<file path="config.mk">
export PLATFORM = sky130hd
export DESIGN_NAME = key_entry_accumulator
export DESIGN_NICKNAME = d
export VERILOG_FILES = /design/src/rtl/key_entry_accumulator_pkg.sv /design/src/rtl/key_entry_accumulator_edge.sv /design/src/rtl/key_entry_accumulator.sv
export SDC_FILE = /design/constraint.sdc
export NUM_CORES = 1
export LEC_CHECK = 0
export ABC_AREA = 1
export CAP_MARGIN = 25
export CORE_MARGIN = 2
export CORE_UTILIZATION = 41
export DETAILED_ROUTE_END_ITERATION = 12
export GPL_TIMING_DRIVEN = 0
export PLACE_DENSITY = 0.7
export SLEW_MARGIN = 20
export SYNTH_ARGS = -nofsm -noshare
export SYNTH_HDL_FRONTEND = slang
export SYNTH_SLANG_ARGS = --single-unit
</file>
<file path="constraint.sdc">
create_clock -name clk -period 2.05 [get_ports clk]
set_input_delay 0.3075 -clock clk [delete_from_list [all_inputs] [get_ports clk]]
set_output_delay 0.3075 -clock clk [all_outputs]
set_load 0.01 [all_outputs]
</file>
<file path="src/rtl/key_entry_accumulator_pkg.sv">
// key_acc_pkg: shared keypad command codes and FSM state encoding for the
// key entry accumulator slice.
package key_acc_pkg;

  localparam logic [3:0] KEY_ADD       = 4'hA;
  localparam logic [3:0] KEY_CLR_ALL   = 4'hC;
  localparam logic [3:0] KEY_CLR_ENTRY = 4'hE;
  localparam logic [3:0] KEY_ENTER     = 4'hF;

  typedef enum logic [1:0] {
    S_IDLE  = 2'd0,
    S_ENTRY = 2'd1,
    S_DONE  = 2'd2
  } state_t;

endpackage

</file>
<file path="src/rtl/key_entry_accumulator_edge.sv">
// key_edge_detect: turns the debounced key-down level into a one-cycle event.
// Ports:
//   clk, rst     clock, async active-high reset
//   key_pressed  debounced key-down level
//   key_event    high for the first cycle of each press
// The previous-level register resets to 1 so a key held through reset
// release produces no event until it is released and pressed again.
module key_edge_detect (
  input  logic clk,
  input  logic rst,
  input  logic key_pressed,
  output logic key_event
);

  logic key_prev;

  always_ff @(posedge clk or posedge rst) begin
    if (rst) key_prev <= 1'b1;
    else     key_prev <= key_pressed;
  end

  assign key_event = key_pressed & ~key_prev;

endmodule

</file>
<file path="src/rtl/key_entry_accumulator.sv">
// key_entry_accumulator: builds multi-digit operands from keypad codes and
// adds committed operands into a running total.
// Ports:
//   clk, rst      clock, async active-high reset
//   key_value     keypad code, valid while key_pressed=1
//   key_pressed   debounced key-down level
//   entry         operand being typed
//   digit_cnt     digits currently in entry
//   total         running total
//   result_valid  one-cycle strobe on ENTER
//   overflow      sticky carry-out of any total addition
//   state_o       FSM state for debug/display
// Build option: define KEY_ACC_SATURATE_EN to clamp total at all-ones on
// carry-out instead of wrapping.
module key_entry_accumulator
  import key_acc_pkg::*;
#(
  parameter int ACC_W      = 12,
  parameter int MAX_DIGITS = 3,
  parameter int BASE       = 10
) (
  input  logic                              clk,
  input  logic                              rst,
  input  logic [3:0]                        key_value,
  input  logic                              key_pressed,
  output logic [ACC_W-1:0]                  entry,
  output logic [$clog2(MAX_DIGITS+1)-1:0]   digit_cnt,
  output logic [ACC_W-1:0]                  total,
  output logic                              result_valid,
  output logic                              overflow,
  output logic [1:0]                        state_o
);

  localparam int CNT_W = $clog2(MAX_DIGITS+1);

  if (BASE**MAX_DIGITS - 1 > 2**ACC_W - 1) begin : g_range_chk
    $error("key_entry_accumulator: BASE**MAX_DIGITS-1 does not fit in ACC_W bits");
  end

  state_t           state;
  logic             key_event;
  logic [ACC_W:0]   sum;
  logic [ACC_W-1:0] sum_total;

  key_edge_detect u_edge (
    .clk        (clk),
    .rst        (rst),
    .key_pressed(key_pressed),
    .key_event  (key_event)
  );

  always_comb begin
    sum       = {1'b0, total} + {1'b0, entry};
    sum_total = sum[ACC_W-1:0];
`ifdef KEY_ACC_SATURATE_EN
    if (sum[ACC_W]) sum_total = '1;
`else
    sum_total = sum[ACC_W-1:0];
`endif
  end

  always_ff @(posedge clk or posedge rst) begin
    if (rst) begin
      entry        <= '0;
      digit_cnt    <= '0;
      total        <= '0;
      result_valid <= 1'b0;
      overflow     <= 1'b0;
      state        <= S_IDLE;
    end else begin
      result_valid <= 1'b0;
      if (key_event) begin
        case (key_value)
          KEY_ADD, KEY_ENTER: begin
            // An empty entry commits nothing, but ENTER still strobes.
            if (digit_cnt != '0) begin
              total <= sum_total;
              if (sum[ACC_W]) overflow <= 1'b1;
            end
            entry     <= '0;
            digit_cnt <= '0;
            if (key_value == KEY_ENTER) begin
              result_valid <= 1'b1;
              state        <= S_DONE;
            end else begin
              state <= S_IDLE;
            end
          end
          KEY_CLR_ENTRY: begin
            entry     <= '0;
            digit_cnt <= '0;
            if (total == '0) state <= S_IDLE;
          end
          KEY_CLR_ALL: begin
            entry     <= '0;
            digit_cnt <= '0;
            total     <= '0;
            overflow  <= 1'b0;
            state     <= S_IDLE;
          end
          default: begin
            if (int'(key_value) < BASE) begin
              if (digit_cnt < CNT_W'(MAX_DIGITS)) begin
                entry     <= entry * ACC_W'(BASE) + ACC_W'(key_value);
                digit_cnt <= digit_cnt + 1'b1;
              end
              state <= S_ENTRY;
            end
          end
        endcase
      end
    end
  end

  assign state_o = state;

endmodule

</file>
==> impl_metrics.ini <==
[timing]
rsz0062_at_grt = yes
layout_min_cycle_time_ns = 2.24
worstMarginPinSlew_ns = 0.648
slew_headroom = 0.568
finalWorstSetupSlack_ns = -0.186
fmax_ghz = 0.447
fin_skew_ns = 0.0111
fin_tns_setup_ns = -0.621
setup_viol = 4
period_share = 1.09
maxSlewViolCount = 0
finalHoldViolations = 0

[logic_synthesis]
synth_fp_nets = 403
syn_inst = 361
synth_warnings = 0
yosysTopAreaCell = dfrtp_1
yosys.area.top_type_share = 0.283
synth-seq-area-share = 0.293
synth_area_um2 = 2650
synth_cell_types = 37
synth-seq-cells = 31
yosys-top-cells-area = dfrtp_1, ha_1, nand2_1
syn_area_per_cell_um2 = 7.34

[cells_and_area]
syn2layout_area_growth_pct = 26.9
drive_above_1_share = 0.146
design_area_um2 = 3370
nets = 453
antennaDiodeCount = 0
fin_cells = 489

[worst_setup_path]
reg2reg_slack_ns = -0.19
end_kind = flop
path_common_cell = nand3_1
max_stage_delay_ns = 0.55
cp_data_required_time_ns = 2.27
critical_path_arrival_ns = 2.46
crit_chain = ha_4, ha_4, fa_2, nand3_2, nor2_1, nand3_1, nor2_2, nand3_1, nand2_1, nand3_1, nand2_1
start_kind = flop
critPathKind = reg -> reg
path_max_fanout = 3
slowest_stage = fa_2

[drt]
detail-route-antenna-nets = 0
route.detailed.drc = 0
via_per_inst = 5.09
wl_um = 6430
drt_iter0_markers = 133
drt-pass1-iter-count = 4
wl_per_cell_um = 13.1
num_vias = 2490

[clock_network]
clockBufferDepth = 2
cts_tree = yes
ctsHoldBuffers = 0
cts_root_buf = clkbuf_8
cts_num_sinks = 31
worstSkewPairLatency_ns = 0.29
path_clk_slew_ns = 0.07
cts_buffers = 5
h-tree-depth = 2

[run]
maxCapViolations = 0

[placed_design]
placedInstanceArea_um2 = 3140
dp_hpwl_um = 4880
gp_congestion = 0.867
dp.cells = 474
portBuffers = 36

[floorplanning]
rows = 29
die_y_um = 84.4
start_util = 0.420
io_pins = 37
die_w_um = 84.4
coreArea_um2 = 6310
die_area_um2 = 7130

[worst_hold_path]
hold_path_class = in -> reg

[global_routing]
grt_max_degree = 32
grt_pass1_vias = 2391
grt_antenna_before_repair = 0
grt_pass1_wl_um = 10800
grt-ovfl-total = 0
grt_util_all_layers = 0.187

[outcome]
status = finished, violations left
violations = setup timing

[pwr]
power_density_nw_per_um2 = 1580
leakage_uw = 0.00171
vdd_drop_max_uv = 700
p_total_uw = 5330
==> repair_timing <==
| action | in CTS | in global routing |
|---|---|---|
| buffers inserted | 6 | 1 |
| gates resized for setup | 9 | 7 |
| pin swaps | 6 | 2 |
| endpoints found under the setup margin | 6 | 11 |
==> cells in the mapped netlist <==
library cell  number
nor3_1             3
a21o_1             1
nand2_8            1
o22ai_1            4
ha_1              32
o21a_1             1
xor2_1             4
o31ai_2            1
buf_6              1
and2_1             1
nand2_1          104
inv_1             57
inv_2              1
inv_4              1
o21ai_0           18
nand3_4            1
o21ai_2            6
fa_1               3
nor2_2             2
nand3_2            2
o21ai_1            4
nand2_2            2
a21oi_1           19
nand3b_1           3
dfrtp_1           30
or2_2              1
nand3_1           24
xnor2_1            2
clkinv_4           1
clkinv_2           2
o21bai_1           2
dfstp_2            1
o21ai_4            1
nor2_1            16
nor2_4             1
o211ai_1           1
nand4_1            7
==> flip-flops by register name (all words and copies together), names as in the netlist <==
register / flops
overflow: 1
entry: 12
digit_cnt: 2
result_valid: 1
u_edge.key_prev: 1
total: 12
state_o: 2
==> cells by family after synthesis <==
| group | after synthesis | synth area share |
|---|---|---|
| flip-flops | 31 | 0.293 |
| AO/OA/AOI/OAI | 58 | 0.132 |
| adder cells (fa/ha/maj) | 35 | 0.174 |
| XOR/XNOR | 6 | 0.0198 |
| AND/OR/NAND/NOR | 168 | 0.286 |
| buffers and inverters | 63 | 0.0958 |
==> per-stage QoR <==
stage	hold slack (ns)	setup WS, ns	util
5_1_grt	0.435	-0.248	0.533
6_report	0.423	-0.186	0.533
4_1_cts	0.443	-0.133	0.525
2_1_floorplan	0.312	-0.101	-
3_3_place_gp	0.482	-0.317	0.498
3_5_place_dp	0.481	-0.331	0.498
==> where the power goes <==
| part | switching (uW) | internal, uW |
|---|---|---|
| clock | 238 | 237 |
| combinational | 2050 | 1650 |
| sequential | 303 | 859 |
| total | 2590 | 2740 |
==> critical path, delay by kind of cell (launching register included) <==
| family | cells | cell delay (ns) |
|---|---|---|
| fa+ha+maj | 3 | 0.96 |
| flops | 1 | 0.43 |
| simple gates | 8 | 0.77 |
==> layer usage <==
layer | wire length, um | GRT usage | vias up
met1 | 3010 | 0.242 | 1142
met2 | 2990 | 0.313 | 62
met5 | 0 | 0 | -
li1 | - | - | 1275
met3 | 313 | 0.0393 | 11
met4 | 119 | 0.0606 | 0
==> area by class of cell <==
type / count / area, um2
buffer: 1 / 11.3
clock buffer: 6 / 72.6
clock inverter: 2 / 12.5
fill: 618 / 2950
inverter: 62 / 243
multi-input combinational: 267 / 1730
sequential: 31 / 783
tap: 77 / 96.3
timing repair buffer: 43 / 415
==> path summary, 6_finish.rpt <==
path	cells past startpoint	from	endpoint
setup / recovery	11	entry[3]	entry[11]
hold / removal	3	key_value[1]	result_valid
setup reg to reg	11	entry[3]	entry[11]
hold reg to reg	2	state_o[0]	state_o[0]
max in group asynchronous	2	rst	entry[0]
min in group asynchronous	2	rst	total[0]
==> layout by cell type (no fill, tap or decap), types with 2 or more instances in the layout <==
master           instances
dfrtp_1                 25
nand2_2                  2
a21oi_2                  2
o21ai_0                 18
clkbuf_8                 5
clkinv_2                 3
ha_2                     2
o22ai_1                  4
inv_1                   56
ha_1                    24
nand2_1                104
xnor2_1                  2
dfrtp_2                  5
nor2_1                  15
nor2_4                   2
nand3_2                  4
ha_4                     6
o21bai_1                 2
nand3_1                 22
buf_4                    7
fa_1                     2
nand3b_1                 3
xor2_1                   4
nor3_1                   3
nor2_2                   2
nand4_1                  7
a21oi_1                 17
o21ai_2                  7
inv_2                    2
o21ai_1                  3
clkdlybuf4s50_1         35
Note: power is estimated with default switching activity, not from simulation.
